**config.mk**
```make
export PLATFORM = sky130hd
export DESIGN_NAME = seq_detector_param
export DESIGN_NICKNAME = d
export VERILOG_FILES = /design/src/rtl/seq_detector_param.sv
export SDC_FILE = /design/constraint.sdc
export NUM_CORES = 1
export LEC_CHECK = 0
export ABC_AREA = 1
export BUFFER_PORTS_ARGS = -buffer_cell sky130_fd_sc_hd__buf_2
export CAP_MARGIN = 10
export CORE_UTILIZATION = 61
export DETAILED_ROUTE_END_ITERATION = 10
export GPL_TIMING_DRIVEN = 0
export PLACE_DENSITY = 0.86
export SLEW_MARGIN = 15
export SYNTH_ARGS = -nofsm -noshare
export SYNTH_HDL_FRONTEND = slang
export SYNTH_SLANG_ARGS = --single-unit
```
**constraint.sdc**
```tcl
create_clock -name clk -period 3.8 [get_ports clk]
set_clock_uncertainty 0.2 [all_clocks]
set_input_delay 0.19 -clock clk [delete_from_list [all_inputs] [get_ports clk]]
set_output_delay 0.19 -clock clk [all_outputs]
set_load 0.02 [all_outputs]
```
**src/rtl/seq_detector_param.sv**
```systemverilog
// Serial pattern detector with a run-time loadable pattern and overlap mode,
// a one-cycle registered match pulse, and a saturating match counter.
module seq_detector_param #(
  parameter int unsigned        PAT_LEN     = 4,
  parameter int unsigned        CNT_W       = 16,
  parameter logic [PAT_LEN-1:0] RST_PATTERN = PAT_LEN'(4'b1001),
  parameter logic               RST_OVERLAP = 1'b1
) (
  input  logic               clk,
  input  logic               reset,
  input  logic               x_valid,
  input  logic               x,
  input  logic               cfg_load,
  input  logic [PAT_LEN-1:0] cfg_pattern,
  input  logic               cfg_overlap,
  input  logic               count_clr,
  output logic               match,
  output logic [CNT_W-1:0]   match_count,
  output logic               count_sat
);

  localparam int unsigned        FILL_W    = $clog2(PAT_LEN + 1);
  localparam logic [FILL_W-1:0]  FILL_FULL = FILL_W'(PAT_LEN);
  localparam logic [CNT_W-1:0]   CNT_MAX   = '1;

  logic [PAT_LEN-1:0] hist_q, hist_d;
  logic [FILL_W-1:0]  fill_q, fill_d;
  logic [PAT_LEN-1:0] pattern_q, pattern_d;
  logic               overlap_q, overlap_d;
  logic               match_q, match_d;
  logic [CNT_W-1:0]   cnt_q, cnt_d;
  logic               sat_q, sat_d;

  logic               accept;
  logic [PAT_LEN-1:0] hist_shift;
  logic [FILL_W-1:0]  fill_inc;
  logic               hit;

  // Sample acceptance and match detection on the post-shift history.
  always_comb begin
    accept     = x_valid & ~cfg_load;
    hist_shift = {hist_q[PAT_LEN-2:0], x};
    fill_inc   = (fill_q == FILL_FULL) ? FILL_FULL : fill_q + FILL_W'(1);
    hit        = accept && (fill_inc == FILL_FULL) && (hist_shift == pattern_q);
  end

  // Config, history and fill next state; a load flushes history and wins over a sample.
  always_comb begin
    hist_d    = hist_q;
    fill_d    = fill_q;
    pattern_d = pattern_q;
    overlap_d = overlap_q;
    if (cfg_load) begin
      pattern_d = cfg_pattern;
      overlap_d = cfg_overlap;
      hist_d    = '0;
      fill_d    = '0;
    end else if (accept) begin
      hist_d = hist_shift;
      // Non-overlapping mode restarts the fill so the next occurrence needs fresh bits.
      fill_d = (hit && !overlap_q) ? '0 : fill_inc;
    end
  end

  // Match pulse and saturating counter; clear beats a coincident increment.
  always_comb begin
    match_d = hit;
    cnt_d   = cnt_q;
    sat_d   = sat_q;
    if (count_clr) begin
      cnt_d = '0;
      sat_d = 1'b0;
    end else begin
      if (hit && (cnt_q != CNT_MAX)) cnt_d = cnt_q + CNT_W'(1);
      sat_d = sat_q | (cnt_d == CNT_MAX);
    end
  end

  // State registers with asynchronous active-high reset.
  always_ff @(posedge clk or posedge reset) begin
    if (reset) begin
      hist_q    <= '0;
      fill_q    <= '0;
      pattern_q <= RST_PATTERN;
      overlap_q <= RST_OVERLAP;
      match_q   <= 1'b0;
      cnt_q     <= '0;
      sat_q     <= 1'b0;
    end else begin
      hist_q    <= hist_d;
      fill_q    <= fill_d;
      pattern_q <= pattern_d;
      overlap_q <= overlap_d;
      match_q   <= match_d;
      cnt_q     <= cnt_d;
      sat_q     <= sat_d;
    end
  end

  assign match       = match_q;
  assign match_count = cnt_q;
  assign count_sat   = sat_q;

endmodule

```
# Word-level counts from Yosys, hierarchy flattened
# Cells that the tools add are included.
# classes
addsub,2
muxes,10
n_reduce_logical,6
bitwise,3
eq_ne,5
# op_table
operator,count
two-way mux 16 bit,3
two-way mux 3 bit,6
"adder 16 x 1 -> 16 bit, second input constant",1
"equality test 16 bit, second input constant",1
"!= test 16 bit, second input constant",1
"equality test 3 bit, second input constant",2
equality test 4 bit,1
logical AND 1 bit,4
"adder 3 x 1 -> 3 bit, second input constant",1
nonzero test 2 bit,1
AND 1 bit,1
logical NOT 1 bit,1
two-way mux 1 bit,1
inverter 1 bit,1
OR 1 bit,1
# word_totals
in_bits,11
output_inout_bits,18
reg_bits,29

# Logic depth before layout (Yosys ltp)
# depth
depth_word,11
depth_mapped,16
ltp_nobuf,15

# Worst setup path after synthesis
# OpenSTA, ideal clock, no wires.
# synth_path
path_kind,register to register
startpoint,reg cnt_q[0] (netlist: match_count[0])
endpoint,reg sat_q (netlist: count_sat)
setup_ns,0.074
stages_incl_launch_ff,16
arrival_ns,1.909
synth_period_minus_slack_ns,2.183
slack_ns,1.617
path_buffers,1
cell_sequence,dfrtp_1 > ha_1 > nand3_2 > inv_2 > nand2_4 > clkinv_4 > nand2_1 > nand3_2 > buf_2 > nand2_1 > nand2_2 > nor2_1 > nand2_1 > nor2_1 > nand2_1 > a21oi_2
# synth_between
elab_chain_len,7
# synth_rtl
item,line,source
"start, declared",31,"logic [CNT_W-1:0] cnt_q, cnt_d;"
"start signal, assigned",95,cnt_q <= cnt_d;
"parallel branches: the longest is 2 deep, another holds adder 16 x 1 -> 16 bit",n/a,
two-way mux 16 bit (*),74,if (hit && (cnt_q != CNT_MAX)) cnt_d = cnt_q + CNT_W'(1);
two-way mux 16 bit (*),70,if (count_clr) begin
equality test 16 bit (*),75,sat_d = sat_q | (cnt_d == CNT_MAX);
OR 1 bit (*),75,
two-way mux 1 bit (*),70,
net sat_d,32,"logic sat_q, sat_d;"
"end signal, assigned",96,sat_q <= sat_d;
"end, declared",32,
# Mark *: on every way through the listed nets, which the timed path passes. The select of a mux whose other input is x is not followed.
# A chain may end at the register's enable or synchronous reset.

# Worst setup path after layout
# layout_path
startpoint,reg fill_q[0]
endpoint,reg sat_q (netlist: count_sat)
# layout_between
elab_chain_len,11
# layout_rtl
item,line,source
"start, declared",27,"logic [FILL_W-1:0] fill_q, fill_d;"
"start signal, assigned",91,fill_q <= fill_d;
adder 3 x 1 -> 3 bit / equality test 3 bit (equally long branches),43,fill_inc = (fill_q == FILL_FULL) ? FILL_FULL : fill_q + FILL_W'(1);
two-way mux 3 bit (*),43,
equality test 3 bit (*),44,hit = accept && (fill_inc == FILL_FULL) && (hist_shift == pattern_q);
logical AND 1 bit (*) (2 in series),44,
net hit,37,logic hit;
logical AND 1 bit (*),74,
two-way mux 16 bit (*),74,
two-way mux 16 bit (*),70,
equality test 16 bit (*),75,
OR 1 bit (*),75,
two-way mux 1 bit (*),70,
net sat_d,32,
# The timed path passes the listed nets; every way through them passes the cells marked *. The select of a mux whose other input is x is not followed.

==> impl_metrics.csv <==
group,metric,value,unit
sta,whs,0.0156,ns
global_route,gr-total-overflow,0,
power_and_ir_drop,switching_share,24.2,%
drt,drtPass1Iterations,5,
sta,finalHoldViolations,0,
die,die-area,3470,sq um
yosys,yosysSeqAreaShare,36.9,%
drt,route.detailed.drc,0,
place,dp_cells,364,
sta,drv_slew,0,
yosys,synth_most_common_cell,"nand2_1",
global_route,grt_use_total,30.9,%
layout,nNetsFinal,349,
cts,cts_buffers,5,
yosys,synth_top_area_share,33.0,%
yosys,synth_xor_area_share,2.66,%
place,hpwl,3240,um
cts,cts_buffer_depth,2,
critical_path,cp.required,3.81,ns
die,core,3050,sq um
sta,slew_headroom,60.8,%
cts,htreeDepth,2,
critical_path,critical_path_class,"flip-flop to flip-flop",
yosys,synth.distinct_cells,28,
layout,nFillCells,258,
min_path,min_path_type,"input port to flip-flop",
yosys,synth_cells,293,
cts,post_cts_resized,0,
power_and_ir_drop,leakage,1.16,nW
layout,syn_to_final_growth,18.2,%
place,pre_cts_ws,1.36,ns
sta,tightest_slew,0.587,ns
power_and_ir_drop,ir_worst_vdd,0.000273,V
critical_path,cp_max_fo,10,
yosys,synth.cell_area,1970,sq um
yosys,synth_simple_gate_area_share,44.1,%
sta,fin_crit_sh,66.4,%
critical_path,critPathLaunchType,"flip-flop",
sta,setup_tns,0,ns
die,die_h,58.9,um
outcome,status,"completed",
yosys,ys_ff_latch,29,
place,port_buffers,27,
sta,setup_viol,0,
critical_path,cp.arrival,2.54,ns
power_and_ir_drop,power_frac_clock,41.1,%
layout,final_cells,380,
yosys,synth_edf_count,0,
power_and_ir_drop,p_int,0.499,mW
layout,drive_above_1_share,19.3,%
yosys,synth.avg_cell_area,6.74,sq um
power_and_ir_drop,pwr-share-seq,49.3,%
power_and_ir_drop,p_switching,0.159,mW
cts,cts_tree,"done",
yosys,synthArstFlopShare,100,%
cts,clkLatencyLatePin,0.33,ns
die,io_pins,29,
yosys,synth_compound_gate_area_share,3.99,%
yosys,synth_ff_type,"dfrtp_1",
yosys,synth_top_cell_by_area,"dfrtp_1",
drt,ant_nets,0,
drt,first_iter_violations,148,
drt,wire_per_inst,12.2,um
sta,setup_ws,1.28,ns
drt,drt_wl_total,4630,um
die,std_cell_rows,20,
drt,via_per_inst,5.19,
global_route,grt_antenna_before_repair,0,
yosys,synth_nets,307,
die,die_w,58.9,um
cts,clkTransAtPathRegs,0.10,ns
layout,num_antenna_cells,0,
cts,root_buffer,"clkbuf_4",
run,drv_cap,0,
sta,fin_crit,2.52,ns
power_and_ir_drop,combPwrFrac,9.6,%
yosys,netlist_top_cells_area,"dfrtp_1 (33%), nand2_1 (19%), nor2_1 (8.7%)",
yosys,synth_top_family_by_area,"simple AND/OR/NAND/NOR gates",
place,gp_congestion,0.915,
yosys,synth_fa_ha_area_share,1.90,%
die,initial_core_util,64.7,%
yosys,synth_mux_area_share,0,%
sta,fmax,0.396,GHz
drt,vias,1971,
global_route,grt_start_max_net_pins,30,
global_route,grt_pass1_wl,7820,um
sta,grt_setup_unrepaired,"false",
power_and_ir_drop,powerDensity,282,nW/um^2
yosys,synth_commonest_cells,"nand2_1 (102), nor2_1 (46), inv_1 (39)",
critical_path,endpoint_kind,"flip-flop",
cts,cts.sinks,29,
global_route,grt_pass1_vias,1814,
yosys,ys_warn_count,0,
==> state kept, by name, summed over array words and instances (netlist names) <==
signal,count
count_sat,1
fill_q,3
hist_q,3
match,1
match_count,16
overlap_q,1
pattern_q,4
==> power by group through the flow <==
stage / combinational (mW) / sequential, mW / clock [mW]
after floorplan: 0.0382 / 0.329 / 0
after global placement: 0.0514 / 0.330 / 0
after detailed placement: 0.0535 / 0.330 / 0
after CTS: 0.0616 / 0.324 / 0.273
after global routing: 0.0721 / 0.326 / 0.288
final: 0.0631 / 0.324 / 0.271
==> final timing paths <==
check,startpoint,end,slack (ns),cells past startpoint
min in group asynchronous,reset,match_count[0]$_DFF_PP0_,0.26,3
setup / recovery,fill_q[0]$_DFFE_PP0P_,count_sat$_DFF_PP0_,1.28,15
max in group asynchronous,reset,match_count[12]$_DFF_PP0_,2.76,3
hold reg to reg,pattern_q[0]$_DFFE_PP1P_,pattern_q[0]$_DFFE_PP1P_,0.30,2
hold / removal,count_clr,match_count[0]$_DFF_PP0_,0.02,2
setup reg to reg,fill_q[0]$_DFFE_PP0P_,count_sat$_DFF_PP0_,1.28,15
==> worst max-delay path, stage by stage (launching register included) <==
cell and delay, ns:
dfrtp_1 0.39, inv_1 0.09, ha_1 0.31, inv_1 0.09, nand3_1 0.10, nor2_1 0.12
nand2_1 0.09, nor2_4 0.26, buf_4 0.26, nand3_1 0.09, nand2_1 0.10, nor2_1 0.05
nand2_1 0.08, nor2_1 0.06, nand2_1 0.07, a21oi_2 0.05
==> repair_timing <==
action / 4_1_cts / 5_1_grt
hold endpoints to repair: 32 / 0
setup buffers: 0 / 0
hold buffers: 8 / 0
setup endpoints to repair: 0 / 0
==> cells in the final DEF (no fill, tap or decap), drive strengths merged <==
master,Yosys,layout
dfrtp,26,26
xor2,4,4
dlygate4sd3,0,8
dfstp,3,3
xnor2,2,2
clkinvlp,0,1
ha,3,3
o22ai,5,5
bufinv,0,1
o32ai,1,1
buf,4,31
o21ai,5,5
nand4,7,7
inv,43,43
nand2,104,104
clkinv,1,1
nand3,30,30
a21oi,2,2
clkbuf,2,8
nor2,51,51
==> layer usage <==
metal	wire length [um]	track usage (%)	share of wire, %
met1	2060	43.0	44
met2	2060	44.3	45
met3	370	7.69	8.0
met4	138	16.3	3.0
met5	0	0	0
==> per-stage QoR <==
step	util, %	area [sq um]	power (mW)
2_1_floorplan	-	1970	0.367
3_3_place_gp	70.9	2160	0.381
3_5_place_dp	70.9	2160	0.384
4_1_cts	76.4	2330	0.659
5_1_grt	76.4	2330	0.685
6_report	76.4	2330	0.658
==> layout make-up <==
class                           count  area (sq um)  area share (%)
Buffer                              6          35.0            1.50
Clock buffer                        6          51.3            2.20
Clock inverter                      2          37.5            1.61
Inverter                           44           170            7.29
Multi-Input combinational cell    214          1040            44.6
Sequential cell                    29           729            31.3
Tap cell                           44          55.1            2.36
Timing Repair Buffer               35           215            9.22
==> cells by family (layout without fill, tap and decap cells) <==
family	count (synthesis)	after routing
and+or+nand+nor	192	192
AOI/OAI and AO/OA	13	13
adders and majority gates	3	3
DFF	29	29
xor gates and xnor gates	6	6
buffers and inverters	50	93
Power figures use the tool's default switching activity.
